## src/rtl/bcd_pkg.sv

```systemverilog
// Shared BCD definitions: digit width, decimal limits, multiplier FSM states
// and the per-nibble validity test.
package bcd_pkg;

    localparam int               BCD_DIGIT_W   = 4;
    localparam logic [3:0]       BCD_MAX_DIGIT = 4'd9;
    localparam logic [3:0]       BCD_CORR      = 4'd6;

    typedef enum logic [1:0] {
        IDLE,
        RUN,
        DONE
    } state_t;

    function automatic logic bcd_digit_valid(input logic [BCD_DIGIT_W-1:0] nibble);
        return nibble <= BCD_MAX_DIGIT;
    endfunction

endpackage

```

## src/rtl/bcd_seq_multiplier_if.sv

```systemverilog
// Operand/result handshake bundle of the sequential BCD multiplier.
// The producer/consumer side uses master, the multiplier uses slave.
interface bcd_seq_multiplier_if
    import bcd_pkg::*;
#(
    parameter int DIGITS = 2
);

    logic                              in_valid;
    logic                              in_ready;
    logic [BCD_DIGIT_W*DIGITS-1:0]     a_bcd;
    logic [BCD_DIGIT_W*DIGITS-1:0]     b_bcd;
    logic                              out_valid;
    logic                              out_ready;
    logic [2*BCD_DIGIT_W*DIGITS-1:0]   product;
    logic [1:0]                        err;

    modport master (
        output in_valid, a_bcd, b_bcd, out_ready,
        input  in_ready, out_valid, product, err
    );

    modport slave (
        input  in_valid, a_bcd, b_bcd, out_ready,
        output in_ready, out_valid, product, err
    );

endinterface

```

## src/rtl/bcd_adder.sv

```systemverilog
// Combinational ripple adder for packed BCD operands: each digit is summed in
// binary and decimally corrected (+6) when it exceeds 9, producing a carry.
module bcd_adder
    import bcd_pkg::*;
#(
    parameter int DIGITS = 1
) (
    input  logic [BCD_DIGIT_W*DIGITS-1:0] a,
    input  logic [BCD_DIGIT_W*DIGITS-1:0] b,
    input  logic                          cin,
    output logic [BCD_DIGIT_W*DIGITS-1:0] sum,
    output logic                          cout
);

    logic [BCD_DIGIT_W:0] raw;
    logic                 carry;

    // NOTE: every variable gets a default before the loop so no path leaves it unassigned (no latch).
    always_comb begin
        sum   = '0;
        raw   = '0;
        carry = cin;
        for (int i = 0; i < DIGITS; i++) begin
            raw = {1'b0, a[i*BCD_DIGIT_W +: BCD_DIGIT_W]}
                + {1'b0, b[i*BCD_DIGIT_W +: BCD_DIGIT_W]}
                + {{BCD_DIGIT_W{1'b0}}, carry};
            if (raw > {1'b0, BCD_MAX_DIGIT}) begin
                sum[i*BCD_DIGIT_W +: BCD_DIGIT_W] = raw[BCD_DIGIT_W-1:0] + BCD_CORR;
                carry = 1'b1;
            end else begin
                sum[i*BCD_DIGIT_W +: BCD_DIGIT_W] = raw[BCD_DIGIT_W-1:0];
                carry = 1'b0;
            end
        end
        cout = carry;
    end

endmodule

```

## src/rtl/bcd_seq_multiplier.sv

```systemverilog
// Sequential DIGITS x DIGITS BCD multiplier: shift-and-add over B, MS digit first,
// ten cycles per digit (one x10 shift slot plus nine conditional add slots).
module bcd_seq_multiplier
    import bcd_pkg::*;
#(
    parameter int DIGITS = 2
) (
    input  logic                  clk,
    input  logic                  reset,
    bcd_seq_multiplier_if.slave   bus
);

    localparam int OP_W  = BCD_DIGIT_W * DIGITS;
    localparam int ACC_W = 2 * OP_W;
    localparam int IDX_W = (DIGITS > 1) ? $clog2(DIGITS) : 1;

    state_t             state;
    logic [OP_W-1:0]    a_reg;
    logic [OP_W-1:0]    b_reg;
    logic [ACC_W-1:0]   acc;
    logic [ACC_W-1:0]   acc_next;
    logic [ACC_W-1:0]   sum;
    logic [IDX_W-1:0]   dig_idx;
    logic [3:0]         slot;
    logic [3:0]         b_digit;
    logic               a_ok;
    logic               b_ok;
    logic               in_ready_r;
    logic               out_valid_r;
    logic [ACC_W-1:0]   product_r;
    logic [1:0]         err_r;
    // Product of two DIGITS-digit numbers always fits, so the top carry stays zero.
    logic               unused_cout;

    bcd_adder #(.DIGITS(2 * DIGITS)) u_adder (
        .a    (acc),
        .b    ({{OP_W{1'b0}}, a_reg}),
        .cin  (1'b0),
        .sum  (sum),
        .cout (unused_cout)
    );

    always_comb begin
        a_ok = 1'b1;
        b_ok = 1'b1;
        for (int i = 0; i < DIGITS; i++) begin
            if (!bcd_digit_valid(bus.a_bcd[i*BCD_DIGIT_W +: BCD_DIGIT_W])) a_ok = 1'b0;
            if (!bcd_digit_valid(bus.b_bcd[i*BCD_DIGIT_W +: BCD_DIGIT_W])) b_ok = 1'b0;
        end
    end

    assign b_digit = b_reg[dig_idx*BCD_DIGIT_W +: BCD_DIGIT_W];

    // Slot 0 multiplies by ten; slot k (1..9) adds A when k-1 is below the current B digit.
    always_comb begin
        acc_next = acc;
        if (slot == 4'd0) begin
            acc_next = {acc[ACC_W-BCD_DIGIT_W-1:0], {BCD_DIGIT_W{1'b0}}};
        end else if ((slot - 4'd1) < b_digit) begin
            acc_next = sum;
        end
    end

    // NOTE: all state updates use non-blocking assignments so every register samples pre-edge values.
    always_ff @(posedge clk) begin
        if (reset) begin
            state       <= IDLE;
            in_ready_r  <= 1'b1;
            out_valid_r <= 1'b0;
            product_r   <= '0;
            err_r       <= 2'b00;
            acc         <= '0;
            a_reg       <= '0;
            b_reg       <= '0;
            dig_idx     <= '0;
            slot        <= '0;
        end else begin
            case (state)
                IDLE: begin
                    if (bus.in_valid) begin
                        a_reg      <= bus.a_bcd;
                        b_reg      <= bus.b_bcd;
                        acc        <= '0;
                        slot       <= '0;
                        dig_idx    <= IDX_W'(DIGITS - 1);
                        in_ready_r <= 1'b0;
                        if (a_ok && b_ok) begin
                            state <= RUN;
                        end else begin
                            state       <= DONE;
                            out_valid_r <= 1'b1;
                            product_r   <= '0;
                            err_r       <= {~a_ok, ~b_ok};
                        end
                    end
                end
                RUN: begin
                    acc <= acc_next;
                    if (slot == 4'd9) begin
                        slot <= '0;
                        if (dig_idx == '0) begin
                            state       <= DONE;
                            out_valid_r <= 1'b1;
                            product_r   <= acc_next;
                            err_r       <= 2'b00;
                        end else begin
                            dig_idx <= dig_idx - IDX_W'(1);
                        end
                    end else begin
                        slot <= slot + 4'd1;
                    end
                end
                DONE: begin
                    if (bus.out_ready) begin
                        state       <= IDLE;
                        out_valid_r <= 1'b0;
                        in_ready_r  <= 1'b1;
                    end
                end
                default: state <= IDLE;
            endcase
        end
    end

    assign bus.in_ready  = in_ready_r;
    assign bus.out_valid = out_valid_r;
    assign bus.product   = product_r;
    assign bus.err       = err_r;

endmodule

```

## src/flat_wrapper.sv

```systemverilog
// flat-port wrapper written by rule: the top's interface ports become plain ports
module bcd_seq_multiplier_flat import bcd_pkg::*;
#(
    parameter int DIGITS = 2
)
  (clk, reset, bus_in_valid, bus_a_bcd, bus_b_bcd, bus_out_ready, bus_in_ready, bus_out_valid, bus_product, bus_err);
  bcd_seq_multiplier_if #(.DIGITS(DIGITS)) bus_i ();
  input  logic clk;
  input  logic reset;
  input wire logic [$bits(bus_i.in_valid)-1:0] bus_in_valid;
  input wire logic [$bits(bus_i.a_bcd)-1:0] bus_a_bcd;
  input wire logic [$bits(bus_i.b_bcd)-1:0] bus_b_bcd;
  input wire logic [$bits(bus_i.out_ready)-1:0] bus_out_ready;
  output wire logic [$bits(bus_i.in_ready)-1:0] bus_in_ready;
  output wire logic [$bits(bus_i.out_valid)-1:0] bus_out_valid;
  output wire logic [$bits(bus_i.product)-1:0] bus_product;
  output wire logic [$bits(bus_i.err)-1:0] bus_err;
  assign bus_i.in_valid = bus_in_valid;
  assign bus_i.a_bcd = bus_a_bcd;
  assign bus_i.b_bcd = bus_b_bcd;
  assign bus_i.out_ready = bus_out_ready;
  assign bus_in_ready = bus_i.in_ready;
  assign bus_out_valid = bus_i.out_valid;
  assign bus_product = bus_i.product;
  assign bus_err = bus_i.err;
  bcd_seq_multiplier #(.DIGITS(DIGITS)) u_core (.clk(clk), .reset(reset), .bus(bus_i));
endmodule
```

## config.mk

```make
export PLATFORM = sky130hd
export DESIGN_NAME = bcd_seq_multiplier_flat
export DESIGN_NICKNAME = d
export VERILOG_FILES = /design/src/rtl/bcd_pkg.sv /design/src/rtl/bcd_seq_multiplier_if.sv /design/src/rtl/bcd_adder.sv /design/src/rtl/bcd_seq_multiplier.sv /design/src/flat_wrapper.sv
export SDC_FILE = /design/constraint.sdc
export NUM_CORES = 1
export LEC_CHECK = 0
export CAP_MARGIN = 20
export CORE_ASPECT_RATIO = 1.25
export CORE_MARGIN = 2
export CORE_UTILIZATION = 40
export CTS_CLUSTER_DIAMETER = 40
export CTS_CLUSTER_SIZE = 25
export DETAILED_ROUTE_END_ITERATION = 6
export GPL_ROUTABILITY_DRIVEN = 0
export SLEW_MARGIN = 20
export SYNTH_ARGS = -nofsm -noshare
export SYNTH_HDL_FRONTEND = slang
export SYNTH_HIERARCHICAL = 1
export SYNTH_SLANG_ARGS = --single-unit
```

## constraint.sdc

```tcl
create_clock -name clk -period 11.3 [get_ports clk]
set_input_delay 2.26 -clock clk [delete_from_list [all_inputs] [get_ports clk]]
set_output_delay 2.26 -clock clk [all_outputs]
set_load 0.02 [all_outputs]
```

Word-level counts from Yosys, hierarchy flattened
Index checks and enable logic that the tools add are counted.
{"block": "totals", "reg_bits": 59, "in_bits": 20, "output_inout_bits": 20, "elab_cells": 102}
{"block": "op_classes", "addsub": 12, "n_lt_le_gt_ge": 9, "n_eq_ne": 8, "shift": 1, "muxes": 47, "bitwise": 2, "reduce_logical": 13}
{"cell": "two-way mux 16 bit", "count": 7}
{"cell": "case mux 16 bit (2 select lines)", "count": 2}
{"cell": "two-way mux 4 bit", "count": 6}
{"cell": "> comparator 5 x 4 -> 1 bit (second input constant)", "count": 4}
{"cell": "two-way mux 2 bit", "count": 9}
{"cell": "two-way mux 1 bit", "count": 17}
{"cell": "adder 4 x 3 -> 4 bit (second input constant)", "count": 4}
{"cell": "<= comparator 4 bit (second input constant)", "count": 4}
{"cell": "adder 4 x 1 -> 5 bit", "count": 2}
{"cell": "adder 4 x 4 -> 5 bit", "count": 2}
{"cell": "inequality test 2 bit (second input constant)", "count": 4}
{"cell": "case mux 4 bit (2 select lines)", "count": 1}
{"cell": "variable part select 8 x 4 -> 4 bit", "count": 1}
{"cell": "case mux 2 bit (3 select lines)", "count": 1}
{"cell": "AND reduction 3 bit", "count": 2}
{"cell": "AND reduction 6 bit", "count": 1}
{"cell": "adder 5 x 1 -> 5 bit", "count": 1}
{"cell": "AND reduction 5 bit", "count": 1}
{"cell": "adder 4 x 1 -> 4 bit (second input constant)", "count": 1}
{"cell": "equality test 4 bit (second input constant)", "count": 1}
{"cell": "zero test 4 bit", "count": 1}
{"cell": "< comparator 4 bit", "count": 1}
{"cell": "case mux 1 bit (2 select lines)", "count": 2}
{"cell": "case mux 2 bit (2 select lines)", "count": 1}
{"cell": "other kinds (13)", "count": 16}

Depth between registers and ports, before layout
Gate-level depths: netlist of the first run.
{"block": "logic_depth", "word_depth": 17, "depth_mapped": 32, "ltp_nobuf": 32}

Hierarchy
Netlist of the first run, hierarchy kept.
{"module": "bcd_seq_multiplier", "n_inst": 1, "cells_each": 281, "area_each_um2": 2688.8, "seq_area_each_um2": 1181.1}
{"module": "bcd_adder", "n_inst": 1, "cells_each": 109, "area_each_um2": 930.9, "seq_area_each_um2": 0.0}

Worst setup path after synthesis of the first run
Ideal clock, no wire load.
{"block": "synth_timing", "path_kind": "register -> register", "from": "register u_core.acc[0]", "to": "register u_core.acc[13]", "setup_time_ps": 133, "t_arrival_ps": 7225, "required_ps": 11167, "setup_slack_ps": 3942, "path_stages_with_launch": 33, "n_path_buf": 0, "synth_period_minus_slack_ps": 7358, "path_cell_list": "dfxtp_1 fa_1 fa_1 xnor2_1 ha_1 a21boi_0 o41a_1 fa_1 inv_1 fa_1 xnor2_1 ha_1 nand2b_1 a22o_1 o31a_1 fa_1 inv_1 fa_1 inv_1 ha_1 nand2b_1 a22o_1 o31a_1 fa_1 inv_1 fa_1 xnor2_1 ha_1 a31o_1 o31a_1 xnor2_1 mux2i_1 o22ai_1"}
{"block": "synth_between", "elab_chain_cells": 15, "word_cells_on_any_way": 16, "classes_between": "5 x add/sub; 4 x order compare; 7 x mux"}
{"element": "start, declared", "line_no": "bcd_seq_multiplier.sv:20", "source": "logic [ACC_W-1:0] acc;"}
{"element": "start signal, assigned", "line_no": "bcd_seq_multiplier.sv:98", "source": "acc <= acc_next;"}
{"element": "adder 4 x 4 -> 5 bit *", "line_no": "bcd_adder.sv:25", "source": "+ {1'b0, b[i*BCD_DIGIT_W +: BCD_DIGIT_W]}"}
{"element": "> comparator 5 x 4 -> 1 bit *", "line_no": "bcd_adder.sv:27", "source": "if (raw > {1'b0, BCD_MAX_DIGIT}) begin"}
{"element": "two-way mux 1 bit *", "line_no": "bcd_adder.sv:27"}
{"element": "adder 5 x 1 -> 5 bit *", "line_no": "bcd_adder.sv:26", "source": "+ {{BCD_DIGIT_W{1'b0}}, carry};"}
{"element": "> comparator 5 x 4 -> 1 bit *", "line_no": "bcd_adder.sv:27"}
{"element": "two-way mux 1 bit *", "line_no": "bcd_adder.sv:27"}
{"element": "adder 4 x 1 -> 5 bit *", "line_no": "bcd_adder.sv:26"}
{"element": "> comparator 5 x 4 -> 1 bit *", "line_no": "bcd_adder.sv:27"}
{"element": "two-way mux 1 bit *", "line_no": "bcd_adder.sv:27"}
{"element": "adder 4 x 1 -> 5 bit *", "line_no": "bcd_adder.sv:26"}
{"element": "adder 4 x 3 -> 4 bit / > comparator 5 x 4 -> 1 bit (equally long branches)", "line_no": "bcd_adder.sv:28, bcd_adder.sv:27"}
{"element": "two-way mux 4 bit *", "line_no": "bcd_adder.sv:27"}
{"element": "net u_core.sum[13]", "line_no": "bcd_seq_multiplier.sv:22", "source": "logic [ACC_W-1:0] sum;"}
{"element": "two-way mux 16 bit *", "line_no": "bcd_seq_multiplier.sv:59", "source": "end else if ((slot - 4'd1) < b_digit) begin"}
{"element": "two-way mux 16 bit *", "line_no": "bcd_seq_multiplier.sv:57", "source": "if (slot == 4'd0) begin"}
{"element": "case mux 16 bit (2 select lines) *", "line_no": "bcd_seq_multiplier.sv:78", "source": "case (state)"}
Mark *: on every way through the listed nets, which the timed path passes. The rest lies on a longest branch.
A chain may end at the register's enable or synchronous reset.

Worst setup path after layout of the first run
{"block": "layout_timing", "from": "register u_core.acc[0]", "to": "register u_core.acc[15]"}
The elaborated chain is that of the path after synthesis.

==> impl_metrics.sql, run 1 <==
INSERT INTO impl_metrics (metric_group, metric, value, unit) VALUES
('timing', 'fin_setup_tns', '0', 'ns'),
('power', 'netSwitchingFraction', '0.287', ''),
('cts', 'clock_tree_from_tritoncts', 'yes', ''),
('timing', 'setup-violations-final', '0', ''),
('drt', 'detailroute.via_count', '2937', ''),
('min_path', 'worst_hold_path_type', 'flip-flop to flip-flop', ''),
('floorplanning', 'overall_die_area', '9820', 'um^2'),
('final_layout', 'drive_above_1_share', '0.0880', ''),
('drt', 'routed_wirelength', '8280', 'um'),
('timing', 'period_needed', '7.95', 'ns'),
('logic_synthesis', 'synthCells', '389', ''),
('floorplanning', 'core.rowCount', '38', ''),
('logic_synthesis', 'synth_area_per_cell', '9.30', 'um^2'),
('drt', 'postRouteAntennaNets', '0', ''),
('floorplanning', 'ios', '40', ''),
('global_route', 'antenna_found_initial', '0', ''),
('drt', 'number_of_vias_per_cell', '5.32', ''),
('power', 'total_power', '0.470', 'mW'),
('final_layout', 'final_net_count', '481', ''),
('setup_path', 'arrival', '8.15', 'ns'),
('setup_path', 'worst-endpoint-required', '11.49', 'ns'),
('power', 'p_int', '0.335', 'mW'),
('cts', 'post_cts.repair.setup_buffers', '0', ''),
('power', 'static-leakage-power', '1.61', 'nW'),
('setup_path', 'critical_path.most_common_cell', 'fa_1', ''),
('timing', 'worst_slew_pin_slew', '1.02', 'ns'),
('flow_run', 'maxcap_violations', '0', ''),
('setup_path', 'timing_worst_setup_path_type', 'flip-flop to flip-flop', ''),
('global_route', 'wire_length_of_the_first_global_routing_pass', '13700', 'um'),
('setup_path', 'regToRegStartpoint', 'u_core/acc[0]', ''),
('cts', 'htreeDepth', '3', ''),
('logic_synthesis', 'synthesis.area', '3620', 'um^2'),
('drt', 'firstDrtPassIters', '4', ''),
('cts', 'cts_resized', '0', ''),
('cts', 'cts.sinks', '59', ''),
('setup_path', 'slowest_stage_delay_on_critical_path', '0.48', 'ns'),
('power', 'power_density', '112', 'nW/um^2'),
('power', 'ir_drop', '0.0644', 'mV'),
('setup_path', 'setup.worst_path.end_class', 'flip-flop', ''),
('cts', 'clkLatencyLatePin', '0.33', 'ns'),
('timing', 'fin_crit_sh', '0.704', ''),
('global_route', 'number_of_global_route_vias_before_repair', '2908', ''),
('cts', 'cts_made_buffers', '9', ''),
('min_path', 'worstHoldPathCells', '2', ''),
('drt', 'drt_iter0_drc', '159', ''),
('global_route', 'globalRouteTotalUtil', '0.180', ''),
('logic_synthesis', 'synth_warnings', '6', ''),
('floorplanning', 'dieHeight', '110', 'um'),
('timing', 'slew_viol_final', '0', ''),
('setup_path', 'crit_path_start_kind', 'flip-flop', ''),
('timing', 'achievable_frequency', '126', 'MHz'),
('min_path', 'hold_end', 'u_core/b_reg[0]', ''),
('final_layout', 'mostFrequentLayoutCells', 'dfxtp_1, a21oi_1, clkdlybuf4s50_1', ''),
('timing', 'hold_viol', '0', ''),
('timing', 'holdWs', '0.456', 'ns'),
('drt', 'avgRoutedWirePerCell', '15.0', 'um'),
('setup_path', 'worst_path_max_delay_cell', 'fa_1', ''),
('floorplanning', 'floorplan.core_area', '8750', 'um^2'),
('floorplanning', 'overall_die_width', '89.0', 'um'),
('cts', 'clk_pin_slew_worst_paths', '0.07', 'ns'),
('min_path', 'min-delay-start', 'u_core/b_reg[0]', ''),
('outcome', 'run_status', 'completed', ''),
('setup_path', 'worst-path-max-fanout', '5', ''),
('timing', 'grt_setup_unrepaired', 'no', ''),
('drt', 'drc', '0', ''),
('timing', 'clock-skew-final', '0.0102', 'ns'),
('power', 'clock_power_share', '0.347', ''),
('placement', 'place.port_buffers', '39', ''),
('power', 'power.net_switching', '0.135', 'mW'),
('global_route', 'overflow', '0', ''),
('final_layout', 'antenna_cell_count', '0', ''),
('cts', 'ctsRootBufferMaster', 'clkbuf_8', ''),
('placement', 'hpwl', '6050', 'um'),
('final_layout', 'layout_commonest_cell', 'dfxtp_1', ''),
('setup_path', 'worst-r2r-setup-slack', '3.35', 'ns'),
('setup_path', 'worst_reg_to_reg_cells', '32', ''),
('global_route', 'largest_net_degree_at_the_start_of_global_routing', '46', ''),
('timing', 'timing.max_slew.rel_slack', '0.320', ''),
('floorplanning', 'initial_utilization', '0.413', ''),
('cts', 'cts.hold.buffers_added', '0', ''),
('setup_path', 'rr_endpoint', 'u_core/acc[15]', ''),
('final_layout', 'area_growth', '16.5', '%'),
('cts', 'cts_max_path_buffers', '2', ''),
('power', 'power_frac_seq', '0.468', ''),
('power', 'comb_power_share', '0.185', '');
## power by group through the flow
| stage | combinational (mW) | sequential (mW) | clock (mW) |
|---|---|---|---|
| after detailed placement | 0.0870 | 0.225 | 0 |
| final | 0.0871 | 0.220 | 0.163 |
| after global placement | 0.0847 | 0.224 | 0 |
| after floorplan | 0.0660 | 0.223 | 0 |
| after CTS | 0.0873 | 0.220 | 0.169 |
| after global routing | 0.0965 | 0.221 | 0.179 |
## routing by layer
layer / part of all wire / global-route usage / wire length, um
met1: 0.45 / 0.218 / 3700
met2: 0.50 / 0.314 / 4140
met3: 0.038 / 0.0305 / 317
met4: 0.015 / 0.0736 / 126
met5: 0 / 0 / 0
## final cells by class
type,instances,area (um^2)
clock buffers,12,145
clock inverters,3,15.0
fillers,893,4530
inverters,23,86.3
multi-input cells,294,2230
flip-flops and latches,59,1180
well taps,120,150
repair buffers,41,405
## metrics by stage
stage | area, um^2 | cells | util | setup WS (ns)
global route | 4210 | 552 | 0.482 | 2.72
CTS | 4210 | 551 | 0.481 | 3.34
finish | 4210 | 552 | 0.482 | 3.35
floorplan | 3650 | 399 | - | 3.96
detailed placement | 4050 | 536 | 0.462 | 3.34
global placement | 4050 | 536 | 0.462 | 3.66
## worst max-delay path by stage
stage | startpoint | end
2_1_floorplan | u_core/acc[0] | u_core/acc[13]
3_3_place_gp | u_core/acc[0] | u_core/acc[13]
3_5_place_dp | u_core/acc[0] | u_core/acc[15]
4_1_cts | u_core/acc[0] | u_core/acc[15]
5_1_grt | u_core/acc[0] | u_core/acc[15]
6_report | u_core/acc[0] | u_core/acc[15]
## critical path: cells and delay by family (launching register included)
family	cells	cell delay, ns
compound gates	10	2.22
xor+xnor	3	0.82
simple gates	2	0.12
buf+inv	4	0.32
flops	1	0.34
mux	1	0.21
fa+ha+maj	12	3.80
(Power assumes the default switching activity.)
==> run 2: changes to the inputs <==
- clock period: 11.3 -> 6.6 ns (I/O delays scaled with it)
==> run 2 against run 1 <==
Against the previous run:
- the run now ends with setup timing left
- critical path depth stayed put
- worst setup slack worse by 4.0 ns
- die area stayed put
- maximum frequency is 9.8% higher
- hold slack better by 0.0027 ns
- critical endpoint is now u_core/acc[14]
==> impl_metrics.sql, run 2 (synthesis results as in run 1) <==
INSERT INTO impl_metrics (metric_group, metric, value, unit) VALUES
('outcome', 'run_status', 'finished with violations', ''),
('outcome', 'failing_checks', 'setup timing', ''),
('floorplanning', 'ios', '40', ''),
('power', 'comb_power_share', '0.210', ''),
('drt', 'routed_wirelength', '8780', 'um'),
('timing', 'clock-skew-final', '0.0124', 'ns'),
('setup_path', 'setup.worst_path.end_class', 'flip-flop', ''),
('power', 'power_frac_seq', '0.423', ''),
('flow_run', 'maxcap_violations', '0', ''),
('global_route', 'number_of_global_route_vias_before_repair', '3121', ''),
('final_layout', 'fill_cells', '844', ''),
('placement', 'hpwl', '6380', 'um'),
('drt', 'drt_iter0_drc', '141', ''),
('min_path', 'worst_hold_path_type', 'flip-flop to flip-flop', ''),
('power', 'netSwitchingFraction', '0.291', ''),
('cts', 'cts_made_buffers', '9', ''),
('setup_path', 'slowest_stage_delay_on_critical_path', '0.56', 'ns'),
('final_layout', 'final_net_count', '523', ''),
('floorplanning', 'core.rowCount', '38', ''),
('cts', 'cts.hold.buffers_added', '0', ''),
('timing', 'fin_crit_sh', '1.10', ''),
('floorplanning', 'initial_utilization', '0.413', ''),
('final_layout', 'fin_cells', '594', ''),
('placement', 'place.port_buffers', '39', ''),
('cts', 'clock_tree_from_tritoncts', 'yes', ''),
('placement', 'dp_cells', '570', ''),
('timing', 'worst_slew_pin_slew', '1.00', 'ns'),
('setup_path', 'worst_path_max_delay_cell', 'fa_2', ''),
('drt', 'number_of_vias_per_cell', '5.22', ''),
('setup_path', 'worst-path-max-fanout', '3', ''),
('floorplanning', 'overall_die_area', '9820', 'um^2'),
('timing', 'slew_viol_final', '0', ''),
('timing', 'period_needed', '7.25', 'ns'),
('drt', 'drc', '0', ''),
('cts', 'clk_pin_slew_worst_paths', '0.08', 'ns'),
('cts', 'cts_max_path_buffers', '2', ''),
('global_route', 'largest_net_degree_at_the_start_of_global_routing', '46', ''),
('timing', 'setup-violations-final', '6', ''),
('drt', 'avgRoutedWirePerCell', '14.8', 'um'),
('drt', 'firstDrtPassIters', '4', ''),
('cts', 'clkLatencyLatePin', '0.34', 'ns'),
('power', 'power.net_switching', '0.259', 'mW'),
('setup_path', 'critical_path.most_common_cell', 'fa_2', ''),
('power', 'clock_power_share', '0.367', ''),
('drt', 'postRouteAntennaNets', '0', ''),
('final_layout', 'antenna_cell_count', '0', ''),
('cts', 'cts.sinks', '59', ''),
('floorplanning', 'dieHeight', '110', 'um'),
('setup_path', 'timing_worst_setup_path_type', 'flip-flop to flip-flop', ''),
('final_layout', 'multiInputGateArea', '2360', 'um^2'),
('timing', 'grt_setup_unrepaired', 'yes', ''),
('setup_path', 'worst-endpoint-required', '6.82', 'ns'),
('power', 'ir_drop', '0.124', 'mV'),
('setup_path', 'crit_path_start_kind', 'flip-flop', ''),
('timing', 'timing.max_slew.rel_slack', '0.329', ''),
('global_route', 'overflow', '0', ''),
('power', 'static-leakage-power', '1.83', 'nW'),
('global_route', 'antenna_found_initial', '0', ''),
('global_route', 'globalRouteTotalUtil', '0.195', ''),
('cts', 'ctsRootBufferMaster', 'clkbuf_8', ''),
('power', 'p_int', '0.631', 'mW'),
('timing', 'final.setup.worst_slack', '-0.645', 'ns'),
('final_layout', 'post_layout_utilization_of_the_core', '0.537', ''),
('final_layout', 'area_growth', '29.9', '%'),
('drt', 'detailroute.via_count', '3102', ''),
('floorplanning', 'overall_die_width', '89.0', 'um'),
('global_route', 'wire_length_of_the_first_global_routing_pass', '14700', 'um'),
('floorplanning', 'floorplan.core_area', '8750', 'um^2'),
('final_layout', 'layout_commonest_cell', 'dfxtp_1', ''),
('setup_path', 'arrival', '7.46', 'ns'),
('timing', 'hold_viol', '0', ''),
('final_layout', 'mostFrequentLayoutCells', 'dfxtp_1, a21oi_1, buf_4', ''),
('timing', 'achievable_frequency', '138', 'MHz'),
('cts', 'htreeDepth', '3', ''),
('final_layout', 'drive_above_1_share', '0.241', ''),
('final_layout', 'seqCellArea', '1180', 'um^2'),
('power', 'power_density', '190', 'nW/um^2');
## run 2: area by class of cell
class,count,area share
Clock buffer,9,0.0264
Clock inverter,6,0.0141
Inverter,23,0.0184
Multi-Input combinational cell,294,0.502
Sequential cell,59,0.252
Tap cell,120,0.0320
Timing Repair Buffer,83,0.155
## run 2: timing repair
item | in CTS | in global routing
resized for setup | 14 | 13
pin swaps | 17 | 3
endpoints found under the setup margin | 8 | 7
setup buffers | 4 | 5
## run 2: final timing paths
kind	slack, ns	to	cells after the start	startpoint
worst max-delay path	-0.65	u_core/acc[14]	32	u_core/a_reg[0]
worst min register to register	0.46	u_core/b_reg[5]	2	u_core/b_reg[5]
worst min-delay path	0.46	u_core/b_reg[5]	2	u_core/b_reg[5]
worst max register to register	-0.65	u_core/acc[14]	32	u_core/a_reg[0]
## run 2: per-layer routing
metal / routed length (um) / share of wire / global-route usage / vias to the layer above
met5: 0 / 0 / 0 / -
met4: 159 / 0.018 / 0.0672 / 0
met1: 3860 / 0.44 / 0.234 / 1476
met2: 4560 / 0.52 / 0.342 / 46
met3: 205 / 0.023 / 0.0417 / 14
li1: - / - / - / 1566
## run 2: critical path, delay by kind of cell (launching register included)
family	cells	cell delay, ns
flops	1	0.33
mux	1	0.15
fa+ha+maj	11	3.56
xor+xnor	1	0.08
simple gates	3	0.27
buf+inv	7	0.53
compound gates	9	2.20
## run 2: metrics by stage
step	power (mW)	hold slack, ns	setup WS, ns	setup TNS, ns	cell area (um^2)
floorplan	0.499	0.436	0.136	0	3700
global placement	0.550	0.445	-0.678	-3.85	4350
detailed placement	0.554	0.448	-0.896	-5.20	4350
CTS	0.891	0.460	-0.631	-3.46	4600
global route	0.941	0.472	-0.926	-5.29	4700
finish	0.890	0.459	-0.645	-3.67	4700
## run 2: power groups by stage
stage	Clock (mW)	Combinational (mW)	Sequential, mW
floorplan	0	0.117	0.383
global route	0.358	0.205	0.378
finish	0.327	0.187	0.376
global placement	0	0.166	0.384
detailed placement	0	0.170	0.384
CTS	0.338	0.177	0.376
